File: src/rtl/alu_issue_stage_if.sv
// Handshake bundle between the issue stage, its instruction source
// and the ALU it feeds.
interface alu_issue_stage_if #(
  parameter int CNT_W = 16
);
  logic             IN_VLD;
  logic             IN_RDY;
  logic [31:0]      INSTR;
  logic [31:0]      PC;
  logic [31:0]      RS1_VAL;
  logic [31:0]      RS2_VAL;
  logic             FLUSH;
  logic             OUT_VLD;
  logic             OUT_RDY;
  logic             EN;
  logic [4:0]       OPC;
  logic [31:0]      A;
  logic [31:0]      B;
  logic [4:0]       SHFT;
  logic             CIN;
  logic [4:0]       RD;
  logic             WE;
  logic             ILL;
  logic [CNT_W-1:0] ISSUE_CNT;

  modport master (
    output IN_VLD, INSTR, PC, RS1_VAL, RS2_VAL,
    output FLUSH, OUT_RDY,
    input  IN_RDY, OUT_VLD, EN, OPC, A, B, SHFT,
    input  CIN, RD, WE, ILL, ISSUE_CNT
  );

  modport slave (
    input  IN_VLD, INSTR, PC, RS1_VAL, RS2_VAL,
    input  FLUSH, OUT_RDY,
    output IN_RDY, OUT_VLD, EN, OPC, A, B, SHFT,
    output CIN, RD, WE, ILL, ISSUE_CNT
  );
endinterface

File: src/rtl/alu_issue_stage.sv
// RV32I integer decode/issue stage feeding ALU_32bit, with a
// registered valid/ready output slot and an issued-instruction counter.
module alu_issue_stage #(
  parameter int CNT_W = 16
) (
  input logic              CLK,
  input logic              RST,
  alu_issue_stage_if.slave bus
);
  localparam logic [4:0] ALU_ADD  = 5'b00000;
  localparam logic [4:0] ALU_SUB  = 5'b00001;
  localparam logic [4:0] ALU_AND  = 5'b00010;
  localparam logic [4:0] ALU_OR   = 5'b00011;
  localparam logic [4:0] ALU_XOR  = 5'b00100;
  localparam logic [4:0] ALU_SLL  = 5'b00101;
  localparam logic [4:0] ALU_SRL  = 5'b00110;
  localparam logic [4:0] ALU_SRA  = 5'b00111;
  localparam logic [4:0] ALU_SLT  = 5'b01000;
  localparam logic [4:0] ALU_SLTU = 5'b01001;

  localparam logic [6:0] OP_R   = 7'b0110011;
  localparam logic [6:0] OP_I   = 7'b0010011;
  localparam logic [6:0] OP_LUI = 7'b0110111;
  localparam logic [6:0] OP_AUI = 7'b0010111;

  typedef struct packed {
    logic [4:0]  opc;
    logic [31:0] a;
    logic [31:0] b;
    logic [4:0]  shft;
    logic [4:0]  rd;
    logic        we;
    logic        ill;
  } dec_t;

  function automatic logic [4:0] alu_fn(input logic [2:0] f3);
    logic [4:0] r;
    unique case (f3)
      3'd0:    r = ALU_ADD;
      3'd1:    r = ALU_SLL;
      3'd2:    r = ALU_SLT;
      3'd3:    r = ALU_SLTU;
      3'd4:    r = ALU_XOR;
      3'd5:    r = ALU_SRL;
      3'd6:    r = ALU_OR;
      default: r = ALU_AND;
    endcase
    return r;
  endfunction

  logic [6:0]       op;
  logic [2:0]       f3;
  logic [6:0]       f7;
  logic [4:0]       rd;
  logic [4:0]       sham;
  logic [31:0]      imm_i;
  logic [31:0]      imm_u;
  logic             take;
  dec_t             dec;
  dec_t             q;
  logic             vld;
  logic [CNT_W-1:0] cnt;

  assign op    = bus.INSTR[6:0];
  assign f3    = bus.INSTR[14:12];
  assign f7    = bus.INSTR[31:25];
  assign rd    = bus.INSTR[11:7];
  assign sham  = bus.INSTR[24:20];
  assign imm_i = {{20{bus.INSTR[31]}}, bus.INSTR[31:20]};
  assign imm_u = {bus.INSTR[31:12], 12'b0};

  // Start from the illegal form; each legal path clears ill.
  always_comb begin
    dec     = '0;
    dec.ill = 1'b1;
    dec.rd  = rd;
    unique case (1'b1)
      (op == OP_R): begin
        if (f7 == 7'h00) begin
          dec.ill  = 1'b0;
          dec.opc  = alu_fn(f3);
        end else if (f7 == 7'h20 && (f3 == 3'd0 || f3 == 3'd5)) begin
          dec.ill  = 1'b0;
          dec.opc  = (f3 == 3'd0) ? ALU_SUB : ALU_SRA;
        end
        if (!dec.ill) begin
          dec.a    = bus.RS1_VAL;
          dec.b    = bus.RS2_VAL;
          dec.shft = bus.RS2_VAL[4:0];
        end
      end
      (op == OP_I): begin
        if (f3 == 3'd1) begin
          if (f7 == 7'h00) begin
            dec.ill  = 1'b0;
            dec.opc  = ALU_SLL;
            dec.a    = bus.RS1_VAL;
            dec.b    = {27'b0, sham};
            dec.shft = sham;
          end
        end else if (f3 == 3'd5) begin
          if (f7 == 7'h00 || f7 == 7'h20) begin
            dec.ill  = 1'b0;
            dec.opc  = f7[5] ? ALU_SRA : ALU_SRL;
            dec.a    = bus.RS1_VAL;
            dec.b    = {27'b0, sham};
            dec.shft = sham;
          end
        end else begin
          dec.ill = 1'b0;
          dec.opc = alu_fn(f3);
          dec.a   = bus.RS1_VAL;
          dec.b   = imm_i;
        end
      end
      (op == OP_LUI): begin
        dec.ill = 1'b0;
        dec.b   = imm_u;
      end
      (op == OP_AUI): begin
        dec.ill = 1'b0;
        dec.a   = bus.PC;
        dec.b   = imm_u;
      end
      default: ;
    endcase
    dec.we = !dec.ill && (rd != 5'd0);
  end

  assign bus.IN_RDY = !bus.FLUSH && (!vld || bus.OUT_RDY);
  assign take       = bus.IN_VLD && bus.IN_RDY;

  always_ff @(posedge CLK or negedge RST) begin
    if (!RST) begin
      vld <= 1'b0;
      q   <= '0;
      cnt <= '0;
    end else begin
      if (bus.FLUSH) begin
        vld <= 1'b0;
      end else if (take) begin
        vld <= 1'b1;
        q   <= dec;
      end else if (bus.OUT_RDY) begin
        vld <= 1'b0;
      end
      if (vld && bus.OUT_RDY && !bus.FLUSH) begin
        cnt <= cnt + 1'b1;
      end
    end
  end

  assign bus.OUT_VLD   = vld;
  assign bus.EN        = vld;
  assign bus.OPC       = q.opc;
  assign bus.A         = q.a;
  assign bus.B         = q.b;
  assign bus.SHFT      = q.shft;
  assign bus.CIN       = 1'b0;
  assign bus.RD        = q.rd;
  assign bus.WE        = q.we;
  assign bus.ILL       = q.ill;
  assign bus.ISSUE_CNT = cnt;
endmodule

File: src/flat_wrapper.sv
// flat-port wrapper written by rule: the top's interface ports become plain ports
module alu_issue_stage_flat 
#(
  parameter int CNT_W = 16
)
  (CLK, RST, bus_IN_VLD, bus_INSTR, bus_PC, bus_RS1_VAL, bus_RS2_VAL, bus_FLUSH, bus_OUT_RDY, bus_IN_RDY, bus_OUT_VLD, bus_EN, bus_OPC, bus_A, bus_B, bus_SHFT, bus_CIN, bus_RD, bus_WE, bus_ILL, bus_ISSUE_CNT);
  alu_issue_stage_if #(.CNT_W(CNT_W)) bus_i ();
  input logic CLK;
  input logic RST;
  input wire logic [$bits(bus_i.IN_VLD)-1:0] bus_IN_VLD;
  input wire logic [$bits(bus_i.INSTR)-1:0] bus_INSTR;
  input wire logic [$bits(bus_i.PC)-1:0] bus_PC;
  input wire logic [$bits(bus_i.RS1_VAL)-1:0] bus_RS1_VAL;
  input wire logic [$bits(bus_i.RS2_VAL)-1:0] bus_RS2_VAL;
  input wire logic [$bits(bus_i.FLUSH)-1:0] bus_FLUSH;
  input wire logic [$bits(bus_i.OUT_RDY)-1:0] bus_OUT_RDY;
  output wire logic [$bits(bus_i.IN_RDY)-1:0] bus_IN_RDY;
  output wire logic [$bits(bus_i.OUT_VLD)-1:0] bus_OUT_VLD;
  output wire logic [$bits(bus_i.EN)-1:0] bus_EN;
  output wire logic [$bits(bus_i.OPC)-1:0] bus_OPC;
  output wire logic [$bits(bus_i.A)-1:0] bus_A;
  output wire logic [$bits(bus_i.B)-1:0] bus_B;
  output wire logic [$bits(bus_i.SHFT)-1:0] bus_SHFT;
  output wire logic [$bits(bus_i.CIN)-1:0] bus_CIN;
  output wire logic [$bits(bus_i.RD)-1:0] bus_RD;
  output wire logic [$bits(bus_i.WE)-1:0] bus_WE;
  output wire logic [$bits(bus_i.ILL)-1:0] bus_ILL;
  output wire logic [$bits(bus_i.ISSUE_CNT)-1:0] bus_ISSUE_CNT;
  assign bus_i.IN_VLD = bus_IN_VLD;
  assign bus_i.INSTR = bus_INSTR;
  assign bus_i.PC = bus_PC;
  assign bus_i.RS1_VAL = bus_RS1_VAL;
  assign bus_i.RS2_VAL = bus_RS2_VAL;
  assign bus_i.FLUSH = bus_FLUSH;
  assign bus_i.OUT_RDY = bus_OUT_RDY;
  assign bus_IN_RDY = bus_i.IN_RDY;
  assign bus_OUT_VLD = bus_i.OUT_VLD;
  assign bus_EN = bus_i.EN;
  assign bus_OPC = bus_i.OPC;
  assign bus_A = bus_i.A;
  assign bus_B = bus_i.B;
  assign bus_SHFT = bus_i.SHFT;
  assign bus_CIN = bus_i.CIN;
  assign bus_RD = bus_i.RD;
  assign bus_WE = bus_i.WE;
  assign bus_ILL = bus_i.ILL;
  assign bus_ISSUE_CNT = bus_i.ISSUE_CNT;
  alu_issue_stage #(.CNT_W(CNT_W)) u_core (.CLK(CLK), .RST(RST), .bus(bus_i));
endmodule
File: config.mk
export PLATFORM = sky130hd
export DESIGN_NAME = alu_issue_stage_flat
export DESIGN_NICKNAME = d
export VERILOG_FILES = /design/src/rtl/alu_issue_stage_if.sv /design/src/rtl/alu_issue_stage.sv /design/src/flat_wrapper.sv
export SDC_FILE = /design/constraint.sdc
export NUM_CORES = 1
export LEC_CHECK = 0
export ABC_AREA = 1
export CORE_UTILIZATION = 25
export CTS_CLUSTER_DIAMETER = 60
export DETAILED_ROUTE_END_ITERATION = 16
export PLACE_DENSITY = 0.58
export SYNTH_ARGS = -nofsm -noshare
export SYNTH_HDL_FRONTEND = slang
export SYNTH_SLANG_ARGS = --single-unit
export TNS_END_PERCENT = 100
File: constraint.sdc
create_clock -name CLK -period 1.86 [get_ports CLK]
set_input_delay 0.372 -clock CLK [delete_from_list [all_inputs] [get_ports CLK]]
set_output_delay 0.372 -clock CLK [all_outputs]
set_load 0.1 [all_outputs]
---- Word-level counts from Yosys, hierarchy flattened ----
Cells that the tools add are included.
storage, ports and cells
  register bits ........................... 98
  input bits .............................. 133
  output and inout bits ................... 101
  logic and storage cells ................. 67
cells by class
  add/subtract/negate cells ............... 1
  equal/unequal tests ..................... 11
  multiplexer cells ....................... 27
  bitwise gates (word level) .............. 1
  reductions and logical operators ........ 18
operators with widths
  kind                                           count
  one-hot mux 32 bit (3 select lines)            2
  2-to-1 mux 74 bit                              2
  2-to-1 mux 69 bit                              2
  2-to-1 mux 72 bit                              1
  one-hot mux 4 bit (7 select lines)             1
  == test 7 x 6 -> 1 bit, second input constant  3
  one-hot mux 4 bit (5 select lines)             1
  one-hot mux 5 bit (2 select lines)             2
  adder 16 x 1 -> 16 bit, second input constant  1
  2-to-1 mux 5 bit                               3
  == test 7 x 5 -> 1 bit, second input constant  2
  2-to-1 mux 1 bit                               11
  == test 3 bit, second input constant           3
  zero test 7 bit                                1
  == test 3 x 2 -> 1 bit, second input constant  2
  logical AND 1 bit                              6
  nonzero test 5 bit                             1
  == test 3 x 1 -> 1 bit, second input constant  1
  zero test 1 bit                                3
  zero test 3 bit                                1
  logical OR 1 bit                               3
  2-to-1 mux 3 bit                               1
  one-hot mux 1 bit (3 select lines)             1
  nonzero test 3 bit                             1
  other kinds (3)                                3

---- Depth between registers and ports, before layout ----
  depth after elaboration ................. 9
  mapped depth ............................ 13
  depth with buffers taken out ............ 12

---- Worst setup path before layout ----
OpenSTA, ideal clock, no wires.
  kind .................................... register -> register
  from .................................... register u_core.vld (netlist: u_core.bus.EN)
  to ...................................... register u_core.q (netlist bit u_core.bus.B[26])
  setup time .............................. 68 ps
  data arrival time ....................... 2783 ps
  data required time ...................... 1792 ps
  setup slack ............................. -991 ps
  cell stages (with the launch flop) ...... 9
  path buffers ............................ 1
  clock period less this slack ............ 2851 ps
  cells stage by stage .................... dfrtp_1 -> inv_1 -> nor2_1 -> nor2_2 -> nand2_1 -> a21oi_1 -> buf_2 -> o21ai_0 -> nand2_1
between the ends
  cells in the longest elaborated chain, start to end .. 5
ends and longest elaborated chain
  element                        line                    text
  start, declared                alu_issue_stage.sv:61   logic vld;
  start signal, assigned         alu_issue_stage.sv:135  vld <= 1'b0;
  start signal, assigned         alu_issue_stage.sv:140  vld <= 1'b0;
  start signal, assigned         alu_issue_stage.sv:142  vld <= 1'b1;
  zero test 1 bit                alu_issue_stage.sv:130  assign bus.IN_RDY = !bus.FLUSH && (!vld || bus.OUT_RDY);
  logical OR 1 bit               alu_issue_stage.sv:130
  logical AND 1 bit              alu_issue_stage.sv:130
  via bus_IN_RDY                 flat_wrapper.sv:17      output wire logic [$bits(bus_i.IN_RDY)-1:0] bus_IN_RDY;
  logical AND 1 bit              alu_issue_stage.sv:131  assign take = bus.IN_VLD && bus.IN_RDY;
  AND reduction 2 bit (no line)  --
  end signal, assigned           alu_issue_stage.sv:136  q <= '0;
  end signal, assigned           alu_issue_stage.sv:143  q <= dec;
  end, declared                  alu_issue_stage.sv:60   dec_t q;
The timed path passes the listed nets, and every way through them passes these cells.
A chain may end at the register's enable or synchronous reset.

---- Final worst setup path ----
  from .................................... register u_core.vld (netlist: u_core.bus.EN)
  to ...................................... output port bus_IN_RDY
between the ends
  cells in the longest elaborated chain, start to end .. 3
ends and longest elaborated chain
  element            line
  zero test 1 bit    alu_issue_stage.sv:130
  logical OR 1 bit   alu_issue_stage.sv:130
  logical AND 1 bit  alu_issue_stage.sv:130
  end, declared      flat_wrapper.sv:17
No other way between the ends.

==> results.cfg <==
[critical_path]
cp_max_fo = 4
critPathLaunchType = flip-flop
cp.required_ns = 1.49
critPathCaptureType = output port
critical_path_class = flip-flop to output port
cp.arrival_ns = 1.40

[global_routing]
grt_pass1_vias = 5468
grt_max_degree = 98
gr-usage-all-layers = 0.176
grt_pass1_wl_um = 29500
antenna_found_initial = 1
overflow = 0

[drt]
drt_first_pass_iters = 4
wire_per_inst_um = 14.7
drc = 0
ant_nets = 0
vias = 5379
vias_per_cell = 4.25
drt_wl_total_um = 18600
drt_iter0_markers = 258

[cts]
cts_tree = yes
cts_buffers = 9
path_clk_slew_ns = 0.07
cts.sinks = 97
clock_path_buffers = 2
h-tree-depth = 3
clock_latency_ns = 0.36
cts-root-buf = clkbuf_16

[timing]
tightest_slew_ns = 0.571
relSlewSlack = 0.619
timing.fmax_mhz = 565
period_share = 0.951
clock_skew_ns = 0.0118
post-route-min-period_ns = 1.77
rsz0062_at_grt = no
hold_viol = 0
final-setup-viol-count = 0
drv_slew = 0

[power]
p_sw_mw = 2.06
swShare = 0.340
power_density_mw_per_mm2 = 626
p_total_mw = 6.05
p_comb_frac = 0.291
p_leak_nw = 4.83
p_clk_frac = 0.324
internal_power_mw = 3.99
pwr-share-seq = 0.385
ir_drop_v = 0.000374

[yosys]
synthTopCellsByCount = 288 x nand2_1, 97 x dfrtp_1, 68 x inv_1, 59 x o21ai_0, 41 x nor2_1
syn_area_mm2 = 0.00531
synthAdderAreaFrac = 0.00236
synth_top_family_by_area = simple AND/OR/NAND/NOR gates
yosysTopAreaCell = dfrtp_1
synth.top_cells.by_area = dfrtp_1 46%, nand2_1 20%, o21ai_0 5.6%, inv_1 4.8%, nand2_2 3.7%
yosys.area_share.xor_xnor = 0.0264
synth.distinct_cells = 37
yosys.area_share.simple = 0.338
async_flop_share = 1.00
synth_compound_area_frac = 0.0756
ys_seq_area_frac = 0.457
synthMuxAreaShare = 0
netlist_instances = 712
synth_flop_cell = dfrtp_1
ys_seq_elements = 97
synth_warnings = 0
yosysMostFrequentCell = nand2_1
avgSynthCellArea_um2 = 7.46
synth-edff-count = 0
yosysTopAreaCellShare = 0.457

[floorplan]
die_area_mm2 = 0.0218
initial_core_util = 0.258
dieWidth_um = 148
rows = 52
dieHeight_um = 148
pin_count = 234
core_mm2 = 0.0206

[cells_and_area]
area_growth_pct = 81.9
antennaDiodeCount = 0
fin_cells = 1266
drive_above_1_share = 0.251
nets = 1125
fillers = 1989

[place]
dp_cells = 1250
dp_hpwl_um = 14500
place_congestion = 0.899
io_buffer_count = 231

[min_path]
hp-class = input pin to asynchronous set/reset pin

[run]
drv_cap = 0

[run_status]
status = finished, final reports clean
==> layout make-up <==
class | instances | area (um2) | share of cell area
timing repair buffer | 302 | 3920 | 0.406
sequential | 97 | 2440 | 0.252
multi-input combinational | 511 | 2400 | 0.249
tap | 270 | 338 | 0.0350
inverter | 70 | 263 | 0.0272
clock buffer | 10 | 229 | 0.0237
clock inverter | 6 | 71.3 | 0.00738
==> power by group through the flow <==
stage	Sequential [mW]	Combinational, mW	Clock (mW)
final	2.33	1.76	1.96
after CTS	2.33	1.78	2.02
after global placement	2.37	1.77	0
after detailed placement	2.37	1.77	0
after global routing	2.34	1.83	2.09
after floorplan	2.94	0.285	0
==> per-stage QoR <==
| stage | worst slack, ns | util | hold WS (ns) | area (um2) | setup TNS, ns |
|---|---|---|---|---|---|
| after global placement | -0.272 | 0.455 | 0.491 | 9350 | -12.04 |
| after global routing | 0.00867 | 0.470 | 0.106 | 9660 | 0 |
| after CTS | 0.0488 | 0.469 | 0.100 | 9650 | 0 |
| final | 0.0905 | 0.470 | 0.0616 | 9660 | 0 |
| after detailed placement | -0.321 | 0.455 | 0.493 | 9350 | -13.98 |
| after floorplan | -0.129 | - | 0.0764 | 5400 | -8.37 |
==> what timing repair did <==
item                       in CTS  in global routing
setup buffers                   0                  0
gates resized for setup         0                  3
hold buffers                    0                  0
setup endpoints to repair       0                  4
==> cell usage in the layout (no fill, tap or decap), types with 7 or more instances in the layout <==
master,netlist,layout
nand2_1,288,287
buf_12,3,106
nor3_1,7,7
inv_1,68,66
buf_4,7,65
nand2_2,31,31
nand4_1,9,9
clkdlybuf4s50_1,0,131
dfrtp_1,97,91
nand3_1,25,24
o21ai_0,59,55
xor2_1,12,12
clkbuf_16,0,9
o21ai_1,3,7
nor2_1,41,38
==> kinds of logic (layout without fill, tap and decap cells) <==
family	Yosys count	count (layout)
AOI/OAI and AO/OA	74	74
xor gates and xnor gates	16	16
adders and majority gates	1	1
buffers and inverters	105	388
DFF	97	97
other	1	2
and+or+nand+nor	418	418
==> flip-flops by register name (all words and copies together), names as in the netlist <==
| register | count |
|---|---|
| u_core.bus.WE | 1 |
| u_core.bus.A | 32 |
| u_core.bus.RD | 5 |
| u_core.bus.EN | 1 |
| u_core.bus.OPC | 4 |
| u_core.bus.SHFT | 5 |
| u_core.bus.B | 32 |
| u_core.bus.ILL | 1 |
| u_core.bus.ISSUE_CNT | 16 |
==> worst paths after layout <==
path	from	end	slack [ns]	cells after the start
max in group asynchronous	RST	u_core.bus.EN$_DFFE_PN0P_	1.33	2
hold / removal	RST	u_core.bus.B[8]$_DFFE_PN0P_	0.06	2
hold reg to reg	u_core.bus.ISSUE_CNT[3]$_DFFE_PN0P_	u_core.bus.ISSUE_CNT[3]$_DFFE_PN0P_	0.52	1
setup reg to reg	u_core.bus.EN$_DFFE_PN0P_	u_core.bus.OPC[2]$_DFFE_PN0P_	0.28	9
setup / recovery	u_core.bus.EN$_DFFE_PN0P_	bus_IN_RDY	0.09	5
min in group CLK	u_core.bus.ISSUE_CNT[3]$_DFFE_PN0P_	u_core.bus.ISSUE_CNT[3]$_DFFE_PN0P_	0.52	1
==> worst max-delay path, cell delays in order (launching register included) <==
cell     delay, ns
dfrtp_4       0.52
inv_2         0.07
nor2_2        0.04
nor2_4        0.13
buf_4         0.13
buf_12        0.16
==> per-layer routing <==
metal,vias up,share of wire,GRT usage
met5,-,0,0
met1,2403,0.43,0.216
met2,210,0.46,0.292
met4,0,0.024,0.0670
li1,2742,-,-
met3,24,0.088,0.0469
Power figures use the tool's default switching activity.
